File: src/rtl/alu_seq_unit.sv
// alu_seq_unit: multi-cycle ALU with valid/ready handshake.
//   Single-cycle ADD/SUB/AND/OR/XOR; SRA/SRL/SLL iterate one bit per cycle.
// Ports:
//   clk, rst_n (async low), flush (sync abort)
//   in_valid/in_ready, fs[2:0], op_a/op_b[WIDTH], shamt[SHW]  - request
//   out_valid/out_ready, result[WIDTH], carry, zero, neg, ovf - response
//   busy - unit not idle
module alu_seq_unit #(
  parameter int WIDTH = 12,
  parameter int SHW   = 4
) (
  input  logic             clk,
  input  logic             rst_n,
  input  logic             flush,
  input  logic             in_valid,
  output logic             in_ready,
  input  logic [2:0]       fs,
  input  logic [WIDTH-1:0] op_a,
  input  logic [WIDTH-1:0] op_b,
  input  logic [SHW-1:0]   shamt,
  output logic             out_valid,
  input  logic             out_ready,
  output logic [WIDTH-1:0] result,
  output logic             carry,
  output logic             zero,
  output logic             neg,
  output logic             ovf,
  output logic             busy
);

  localparam logic [2:0] FS_ADD = 3'b000, FS_SUB = 3'b001, FS_SRA = 3'b010,
                         FS_SRL = 3'b011, FS_SLL = 3'b100, FS_AND = 3'b101,
                         FS_OR  = 3'b110, FS_XOR = 3'b111;
  localparam logic [SHW-1:0] CNT_MAX = SHW'(WIDTH);

  typedef enum logic [1:0] {IDLE, SHIFT, DONE} state_t;

  state_t             state_q, state_d;
  logic [WIDTH-1:0]   work_q, work_d;
  logic [SHW-1:0]     cnt_q, cnt_d;
  logic [2:0]         fs_q, fs_d;
  logic [WIDTH-1:0]   res_q, res_d;
  logic               carry_q, carry_d, zero_q, zero_d, neg_q, neg_d, ovf_q, ovf_d;

  logic               accept, is_shift, fin, fin_c, fin_v;
  logic [WIDTH-1:0]   fin_val, b_op, step_val;
  logic [WIDTH:0]     sum;
  logic [SHW-1:0]     cnt_sat;
  logic               step_out;

  assign in_ready  = (state_q == IDLE) && !flush;
  assign out_valid = (state_q == DONE);
  assign busy      = (state_q != IDLE);
  assign result    = res_q;
  assign carry     = carry_q;
  assign zero      = zero_q;
  assign neg       = neg_q;
  assign ovf       = ovf_q;

  assign accept   = in_valid && in_ready;
  assign is_shift = (fs == FS_SRA) || (fs == FS_SRL) || (fs == FS_SLL);
  assign cnt_sat  = (shamt > CNT_MAX) ? CNT_MAX : shamt;

  // SUB reuses the adder as A + ~B + 1, so carry-out means "no borrow".
  assign b_op = (fs == FS_SUB) ? ~op_b : op_b;
  assign sum  = {1'b0, op_a} + {1'b0, b_op} + (WIDTH+1)'(fs == FS_SUB);

  // One shift step on the working register; SRA replicates the MSB, which
  // stays equal to the original sign bit across all steps.
  always_comb begin
    step_val = {work_q[WIDTH-2:0], 1'b0};
    step_out = work_q[WIDTH-1];
    if (fs_q == FS_SRA) begin
      step_val = {work_q[WIDTH-1], work_q[WIDTH-1:1]};
      step_out = work_q[0];
    end else if (fs_q == FS_SRL) begin
      step_val = {1'b0, work_q[WIDTH-1:1]};
      step_out = work_q[0];
    end
  end

  always_comb begin
    state_d = state_q;
    work_d  = work_q;
    cnt_d   = cnt_q;
    fs_d    = fs_q;
    res_d   = res_q;
    carry_d = carry_q;
    zero_d  = zero_q;
    neg_d   = neg_q;
    ovf_d   = ovf_q;
    fin     = 1'b0;
    fin_val = '0;
    fin_c   = 1'b0;
    fin_v   = 1'b0;

    if (flush) begin
      state_d = IDLE;
    end else begin
      unique case (state_q)
        IDLE: if (accept) begin
          if (is_shift) begin
            work_d = op_a;
            fs_d   = fs;
            cnt_d  = cnt_sat;
            if (cnt_sat == '0) begin
              fin     = 1'b1;
              fin_val = op_a;
              state_d = DONE;
            end else begin
              state_d = SHIFT;
            end
          end else begin
            fin     = 1'b1;
            state_d = DONE;
            unique case (fs)
              FS_ADD, FS_SUB: begin
                fin_val = sum[WIDTH-1:0];
                fin_c   = sum[WIDTH];
                fin_v   = (op_a[WIDTH-1] == b_op[WIDTH-1]) &&
                          (sum[WIDTH-1] != op_a[WIDTH-1]);
              end
              FS_AND:  fin_val = op_a & op_b;
              FS_OR:   fin_val = op_a | op_b;
              default: fin_val = op_a ^ op_b;
            endcase
          end
        end
        SHIFT: begin
          work_d = step_val;
          cnt_d  = cnt_q - SHW'(1);
          if (cnt_q == SHW'(1)) begin
            fin     = 1'b1;
            fin_val = step_val;
            fin_c   = step_out;
            state_d = DONE;
          end
        end
        DONE: if (out_ready) state_d = IDLE;
        default: state_d = IDLE;
      endcase
    end

    // Result and flags only change when an operation completes.
    if (fin) begin
      res_d   = fin_val;
      carry_d = fin_c;
      ovf_d   = fin_v;
      zero_d  = (fin_val == '0);
      neg_d   = fin_val[WIDTH-1];
    end
  end

  always_ff @(posedge clk or negedge rst_n) begin
    if (!rst_n) begin
      state_q <= IDLE;
      work_q  <= '0;
      cnt_q   <= '0;
      fs_q    <= '0;
      res_q   <= '0;
      carry_q <= 1'b0;
      zero_q  <= 1'b0;
      neg_q   <= 1'b0;
      ovf_q   <= 1'b0;
    end else begin
      state_q <= state_d;
      work_q  <= work_d;
      cnt_q   <= cnt_d;
      fs_q    <= fs_d;
      res_q   <= res_d;
      carry_q <= carry_d;
      zero_q  <= zero_d;
      neg_q   <= neg_d;
      ovf_q   <= ovf_d;
    end
  end

endmodule

File: config.mk
export PLATFORM = sky130hd
export DESIGN_NAME = alu_seq_unit
export DESIGN_NICKNAME = d
export VERILOG_FILES = /design/src/rtl/alu_seq_unit.sv
export SDC_FILE = /design/constraint.sdc
export NUM_CORES = 1
export LEC_CHECK = 0
export BUFFER_PORTS_ARGS = -buffer_cell sky130_fd_sc_hd__buf_2
export CAP_MARGIN = 10
export CORE_ASPECT_RATIO = 0.8
export CORE_UTILIZATION = 60
export CTS_CLUSTER_SIZE = 10
export DETAILED_ROUTE_END_ITERATION = 12
export GPL_ROUTABILITY_DRIVEN = 1
export PLACE_DENSITY_LB_ADDON = 0.1
export REMOVE_ABC_BUFFERS = 1
export SYNTH_ARGS = -nofsm -noshare
export SYNTH_HDL_FRONTEND = slang
export SYNTH_SLANG_ARGS = --single-unit
File: constraint.sdc
create_clock -name clk -period 3.55 [get_ports clk]
set_input_delay 0.5325 -clock clk [delete_from_list [all_inputs] [get_ports clk]]
set_output_delay 0.5325 -clock clk [all_outputs]
set_load 0.005 [all_outputs]
Word-level counts from Yosys, hierarchy flattened
Index checks and enable logic that the tools add are counted.
{ "totals": {"regBits": 37, "out_inout_bits": 19, "elab_cells": 95} }
{ "op_classes": {"add_sub_neg": 3, "order_cmp": 1, "n_eq_ne": 18, "muxes": 43, "bitwise": 5, "reduce_logical": 16} }
{ "ops": {"columns": ["op", "n"], "rows": [
  ["12-bit two-way mux", 10],
  ["12-bit case mux with 2 select lines", 2],
  ["12-bit case mux with 3 select lines", 1],
  ["1-bit two-way mux", 17],
  ["12-bit by 12-bit adder with 13-bit output", 1],
  ["13-bit by 1-bit adder with 13-bit output", 1],
  ["12-bit AND", 1],
  ["3-bit by 2-bit == test with 1-bit output, second input constant", 4],
  ["12-bit logical NOT", 1],
  ["2-bit two-way mux", 6],
  ["4-bit two-way mux", 3],
  ["12-bit inverter", 1],
  ["12-bit OR", 1],
  ["12-bit bitwise XOR", 1],
  ["3-bit == test, second input constant", 3],
  ["4-bit case mux with 2 select lines", 1],
  ["4-bit AND reduction", 2],
  ["3-bit inequality test, second input constant", 2],
  ["2-bit case mux with 3 select lines", 1],
  ["4-bit by 1-bit == test with 1-bit output, second input constant", 1],
  ["4-bit > comparator, second input constant", 1],
  ["4-bit logical NOT", 1],
  ["2-bit inequality test, second input constant", 2],
  ["1-bit case mux with 2 select lines", 2],
  ["16 further kinds", 20]
]} }

Longest topological paths before layout
Gate-level depths: netlist of the first run.
{ "logic_depth": {"depth_word": 11, "mapped_depth": 15, "depth_no_buf": 12} }

Least setup slack after synthesis of the first run
Ideal clock, no wire load.
{ "synth_path": {"kind": "input to register", "startpoint": "input fs[0]", "endpoint": "register res_q[10] (netlist: result[10])", "setup_time_ns": 0.125, "t_arrival_ns": 3.844, "t_required_ns": 3.425, "setup_slack_ns": -0.419, "cell_stages": 14, "path_buffers": 3, "path_cell_list": "clkbuf_1 inv_2 clkbuf_1 nor2_1 buf_1 xnor2_1 ha_1 a211oi_1 o21ai_1 a2111oi_0 nor3_1 xnor2_1 a21o_1 mux2_2"} }
{ "synth_via": {"elab_chain_cells": 9, "elab_cells_between_ends": 22, "classes_between": "2 x add/sub; 6 x eq/ne; 10 x mux; 4 x reduce/logical"} }
{ "synth_rtl": {"columns": ["element", "line", "rtl"], "rows": [
  ["from (decl)", "17", "input logic [2:0] fs,"],
  ["3-bit by 1-bit == test with 1-bit output", "65, 66, 116", null],
  ["12-bit two-way mux", "65", "assign b_op = (fs == FS_SUB) ? ~op_b : op_b;"],
  ["12-bit by 12-bit adder with 13-bit output", "66", "assign sum = {1'b0, op_a} + {1'b0, b_op} + (WIDTH+1)'(fs == FS_SUB);"],
  ["13-bit by 1-bit adder with 13-bit output", "66", null],
  ["12-bit case mux with 3 select lines", "116", "unique case (fs)"],
  ["12-bit two-way mux", "102", "if (is_shift) begin"],
  ["12-bit two-way mux", "101", "IDLE: if (accept) begin"],
  ["12-bit case mux with 2 select lines", "100", "unique case (state_q)"],
  ["12-bit two-way mux", "97", "if (flush) begin"],
  ["to (signal assigned)", "170", "res_q <= res_d;"],
  ["to (decl)", "42", "logic [WIDTH-1:0] res_q, res_d;"]
]} }
Several ways; a longest one is shown, not always the timed one.
A chain may end at the register's enable or synchronous reset.

Final worst setup path of the first run
{ "layout_path": {"startpoint": "input fs[2]", "endpoint": "register res_q[10] (netlist: result[10])"} }
Same word-level chain as after synthesis.

==> summary.txt, run 1 <==
initial drt markers: 325
highest-count cells in the layout ignoring fill and taps: buf_2 (54), a21oi_1 (49), nor2_1 (45)
Setup CP Type: input port to flip-flop
area leader, netlist: dfrtp_1
top_reg_cell synth: dfrtp_1
Setup crit end kind: flip-flop
Worst Setup SP: fs[2]
total gr overflow: 0
worst slack, placed: -0.0840 ns
CTS sink count: 36
Tot GR Track Use: 34.6%
antenna cells: 0
CTS Root Cell: clkbuf_8
Post-synth EDFFs: 0
Hold Crit Class: input port to asynchronous set/reset pin
IO Pins: 55
Post-Syn Area per Cell: 7.78 um^2
critical path peak fanout: 5
DP Wirelength: 7640 um
Max IR drop VDD: 0.190 mV
Synthesis Warnings: 0
Seq cells post-synth: 36
initial antenna violation count: 0
Routed wire per std cell: 17.0 um
Combinational Power Share: 40.2%
CP most frequent cell: buf_4
DRC errors left: 0
share of cells above drive strength 1: 19.1%
fin area: 4050 um^2
Flop pwr share: 37.3%
most common cell after layout, fill and taps aside: buf_2
DR vias/cell: 6.15
register area share after synthesis: 25.6%
maxcap violations: 0
CTS Buffer Depth: 2
Yosys top cell area share: 25.6%
Post-Place Cell Area: 3930 um^2
final hold viol count: 0
Power Dens Cells: 397 nW/um^2
Final ANT Viol Nets: 0
worst rel slew slack: 27.3%
CP Launch Type: input port
CP arrival: 3.49 ns
Port Buffers: 54
largest net degree at the start of global routing: 37
CTS tree: yes
Post-CTS Hold Buffers: 0
vias: 3605
PnR worst setup slack: 0.234 ns
Synth Cell Area: 3510 um^2
die width: 87.6 um
ys async rst share: 100%
count of cell types in the netlist: 55
worst skew pair latency: 0.29 ns
Clock power frac: 22.4%
CP max-delay cell: a2111oi_1
CORE AREA: 5560 um^2
Die H: 70.5 um
synthesized instance count: 452
post-layout min period: 3.32 ns
DR pass1 iterations: 5
nets@finish: 581
Layout Area Growth over Synthesis: 15.3%
worst path cell trace: buf_2 > or2_2 > nor2_1 > buf_4 > xnor2_1 > ha_1 > a211oi_1 > buf_4 > o21ai_1 > a2111oi_1 > buf_4 > nor3_1 > xnor2_1 > a21o_1 > mux2_2
Routed WL: 9980 um
FF-to-FF setup slack: 0.87 ns
Max Freq: 0.302 GHz
final setup skew: 0.00639 ns
final setup fails: 0
die area: 6170 um^2
first-pass GRT wire length: 16300 um
Final Wtd Congestion: 0.917
Tcrit/Tclk final: 93.4%
RSZ-0062 raised after global routing: false
synth top area cells: dfrtp_1 (26%), ha_1 (13%), a21oi_1 (7.0%)
Final Max Tran Viols: 0
cts bufs inserted: 5
Starting Density: 63.3%
Least-Margin Pin Slew: 1.09 ns
status: complete, no violations
FP Rows: 24
Leakage: 0.00201 uW
switching share of power: 37.6%
RR Startpoint: cnt_q[0]
Req. time, crit path: 3.72 ns
switching power: 605 uW
vias in the first global route: 3420
Reg clk slew, reported paths: 0.08 ns
critical path's largest stage delay: 0.42 ns
Internal: 1000 uW
total negative slack: 0 ns
# H-tree levels: 2
-- state kept, by name (all words and copies together), names as in the netlist --
register	cells
carry	1
cnt_q	4
fs_q	3
ovf	1
result	12
state_q	2
work_q	12
zero	1
-- layout make-up --
type | count | area [um^2]
tap | 78 | 97.6
clock inverter | 3 | 42.5
inverter | 33 | 124
clock buffer | 5 | 68.8
fill | 458 | 1500
timing repair buffer | 73 | 413
multi-input combinational | 358 | 2410
sequential | 36 | 901
-- path summary, 6_finish.rpt --
check	end	cells past startpoint
setup / recovery	result[10]	15
hold / removal	work_q[2]	1
setup reg to reg	zero	9
hold reg to reg	carry	2
max in group asynchronous	carry	1
min in group clk	state_q[1]	2
-- worst max-delay path, delay by kind of cell --
family / cells / cell delay [ns]
AO/OA/AOI/OAI: 4 / 0.97
adder cells (fa/ha/maj): 1 / 0.27
multiplexers: 1 / 0.26
buffers and inverters: 4 / 0.66
XOR/XNOR: 2 / 0.27
AND/OR/NAND/NOR: 3 / 0.52
-- per-stage QoR --
step,hold slack [ns],std cells,util (%),power (uW)
5_1_grt,0.379,586,73.0,1720
3_3_place_gp,0.458,578,70.8,1210
4_1_cts,0.349,586,72.8,1600
2_1_floorplan,0.237,427,-,998
6_report,0.323,586,73.0,1610
3_5_place_dp,0.466,578,70.8,1240
-- timing repair --
item,4_1_cts,5_1_grt
setup buffers,0,0
gates resized for setup,0,2
hold endpoints to repair,0,0
setup endpoints to repair,0,2
-- metal layers --
metal | vias to the layer above | GRT usage (%) | wire (um)
met5 | - | 0 | 0
met4 | 0 | 13.3 | 253
met3 | 35 | 5.20 | 888
met2 | 184 | 54.7 | 4460
met1 | 1690 | 47.4 | 4380
li1 | 1696 | - | -
-- cell usage after synthesis, drive strengths merged, types with 2 or more instances --
master / count
a2111oi: 3
or2: 3
xnor2: 14
a211oi: 5
inv: 32
o32ai: 2
o221ai: 3
nand3b: 3
o211ai: 4
o22ai: 5
or2b: 2
o41ai: 2
a21o: 6
dfrtp: 36
nor3: 8
clkbuf: 21
a21oi: 49
a31oi: 4
nor3b: 3
nand3: 6
o31ai: 2
mux2: 5
o22a: 2
o21ai: 40
buf: 4
nand4: 3
a22oi: 5
nor2: 45
nor2b: 2
a22o: 3
nand2b: 14
ha: 37
mux2i: 16
or3b: 2
nor4: 3
xor2: 4
and2: 2
nand2: 43
-- kinds of logic after synthesis --
logic type      Yosys count  share of synthesized area (%)
compound gates          139                           24.5
xor+xnor                 18                           4.49
fa+ha+maj                38                           13.7
buf+inv                  58                           6.30
flops                    36                           25.6
mux                      21                           6.16
simple gates            142                           19.2
-- power groups by stage --
| stage | Combinational, uW | Clock [uW] | Sequential, uW |
|---|---|---|---|
| after global routing | 719 | 386 | 615 |
| after global placement | 607 | 0 | 599 |
| after CTS | 638 | 366 | 597 |
| final | 647 | 361 | 601 |
| after detailed placement | 634 | 0 | 605 |
| after floorplan | 411 | 0 | 587 |
No activity file was read; power rests on OpenSTA's default activity.
==> run 2: changes to the inputs <==
--- a/config.mk
+++ b/config.mk
@@ -8,7 +8,7 @@
 export BUFFER_PORTS_ARGS = -buffer_cell sky130_fd_sc_hd__buf_2
 export CAP_MARGIN = 10
 export CORE_ASPECT_RATIO = 0.8
-export CORE_UTILIZATION = 60
+export CORE_UTILIZATION = 35
 export CTS_CLUSTER_SIZE = 10
 export DETAILED_ROUTE_END_ITERATION = 12
 export GPL_ROUTABILITY_DRIVEN = 1
==> run 2 against run 1 <==
- register-to-register slack got worse by 0.07 ns
- critical endpoint unchanged
- final area increased by 5.7%
- clock skew about the same
- critical path type unchanged
- global-route usage decreased by 13 points
- cell count increased by 12%
- non-clock buffer count increased by 13
==> summary.txt, run 2 (synthesis gave the netlist of run 1 again) <==
status: complete, no violations
CTS Buffer Depth: 2 (unchanged)
Cell Count Post-Placement: 649 (+12%)
die area: 10400 um^2 (+69%)
CP Capture Point: result[10]
critical path's largest stage delay: 0.45 ns (+0.03 ns)
Final Wtd Congestion: 0.835 (-9.0%)
final hold viol count: 0 (unchanged)
share of cells above drive strength 1: 21.5% (+2.4 points)
vias: 3434 (-4.7%)
Final ANT Viol Nets: 0 (unchanged)
worst skew pair latency: 0.28 ns (about the same)
Tcrit/Tclk final: 94.7% (+1.3 points)
PnR worst setup slack: 0.189 ns (-0.0451 ns)
vias in the first global route: 3383 (-1.1%)
CP Launch Type: input port
highest-count cells in the layout ignoring fill and taps: buf_2 (54), a21oi_1 (49), nor2_1 (44)
first-pass GRT wire length: 17800 um (+9.2%)
Hold Crit Class: input port to asynchronous set/reset pin
Tot GR Track Use: 21.8% (-13 points)
DRC errors left: 0 (unchanged)
IO Pins: 55 (unchanged)
CTS sink count: 36 (unchanged)
Least-Margin Pin Slew: 1.07 ns (-0.0174 ns)
RR Startpoint: state_q[0]
Power Dens Cells: 411 nW/um^2 (+3.6%)
Routed WL: 10800 um (+7.7%)
initial antenna violation count: 0 (unchanged)
DR pass1 iterations: 4 (-1)
Worst Setup SP: fs[2]
final setup skew: 0.00594 ns (-0.000443 ns)
Setup crit end kind: flip-flop
Routed wire per std cell: 16.4 um (-3.9%)
fin util: 44.2% (-29 points)
antenna cells: 0 (unchanged)
maxcap violations: 0 (unchanged)
cts bufs inserted: 5 (unchanged)
post-layout min period: 3.36 ns (+0.0451 ns)
Worst Reg-to-Reg Cells: 8 (-1)
final setup fails: 0 (unchanged)
Layout Area Growth over Synthesis: 21.9%
Reg clk slew, reported paths: 0.06 ns (-0.02 ns)
Leakage: 0.00210 uW (+4.5%)
largest net degree at the start of global routing: 37 (unchanged)
Max IR drop VDD: 0.283 mV (+49%)
total negative slack: 0 ns (unchanged)
Port Buffers: 54 (unchanged)
Die H: 91.6 um (+30%)
CTS Root Cell: clkbuf_16
die width: 114 um (+30%)
most common cell after layout, fill and taps aside: buf_2
worst slack, placed: -0.271 ns (-0.187 ns)
CP max-delay cell: a2111oi_0
FF-to-FF End: zero
worst rel slew slack: 28.5% (+1.2 points)
non-filler cells, final: 657 (+12%)
CP arrival: 3.53 ns (+0.04 ns)
# H-tree levels: 2 (unchanged)
CTS tree: yes
Max Freq: 0.298 GHz (-1.3%)
DP Wirelength: 8330 um (+9.1%)
Setup CP Type: input port to flip-flop
Req. time, crit path: 3.72 ns (about the same)
RSZ-0062 raised after global routing: false
nets@finish: 594 (+2.2%)
FF-to-FF setup slack: 0.80 ns (-0.07 ns)
worst path cell trace: buf_2 > or2_2 > nor2_2 > buf_4 > xnor2_1 > ha_1 > a211oi_2 > o21ai_1 > a2111oi_0 > buf_4 > nor3_1 > xnor2_1 > a21o_1 > mux2_2
Post-Place Cell Area: 4100 um^2 (+4.3%)
fin area: 4290 um^2 (+5.7%)
Starting Density: 36.3% (-27 points)
CORE AREA: 9690 um^2 (+74%)
initial drt markers: 195 (-40%)
total gr overflow: 0 (unchanged)
DR vias/cell: 5.23 (-15%)
FP Rows: 32 (+33%)
critical path peak fanout: 6 (+1)
Final Max Tran Viols: 0 (unchanged)
run 2: layout make-up:
type                            instances  area [um^2]
Tap cell                              136          170
Clock inverter                          3         42.5
Timing Repair Buffer                   86          510
Multi-Input combinational cell        358         2410
Sequential cell                        36          901
Clock buffer                            5          125
Fill cell                            1018         5400
Inverter                               33          124
run 2: routing by layer:
metal | GRT usage [%] | share of wire, %
met3 | 3.64 | 5.6
met5 | 0 | 0
met1 | 32.4 | 50
met2 | 33.6 | 44
met4 | 3.14 | 0.69
run 2: power breakdown:
| group | internal [uW] | switching [uW] |
|---|---|---|
| logic | 292 | 369 |
| clock network | 330 | 171 |
| registers | 517 | 82.5 |
| total | 1140 | 622 |
run 2: worst max-delay path: cells and delay by family:
| family | cells | cell delay, ns |
|---|---|---|
| adder cells (fa/ha/maj) | 1 | 0.28 |
| AND/OR/NAND/NOR | 3 | 0.58 |
| multiplexers | 1 | 0.26 |
| AO/OA/AOI/OAI | 4 | 1.12 |
| buffers and inverters | 3 | 0.49 |
| XOR/XNOR | 2 | 0.27 |
run 2: per-stage QoR:
step	total power (uW)	hold slack [ns]
6_report	1760	0.342
5_1_grt	1890	0.418
4_1_cts	1770	0.377
3_5_place_dp	1260	0.466
3_3_place_gp	1250	0.464
2_1_floorplan	998	0.237
run 2: worst min path at each step:
stage,start,cells after the start,slack [ns],endpoint
6_report,rst_n,1,0.34,result[9]
5_1_grt,rst_n,1,0.42,result[9]
4_1_cts,rst_n,1,0.38,carry
3_5_place_dp,carry,2,0.47,carry
3_3_place_gp,carry,2,0.46,carry
2_1_floorplan,rst_n,0,0.24,carry
run 2: what timing repair did:
action / 4_1_cts / 5_1_grt
hold buffers: 0 / 0
endpoints found under the setup margin: 0 / 3
setup buffers: 0 / 0
gates resized for setup: 0 / 3
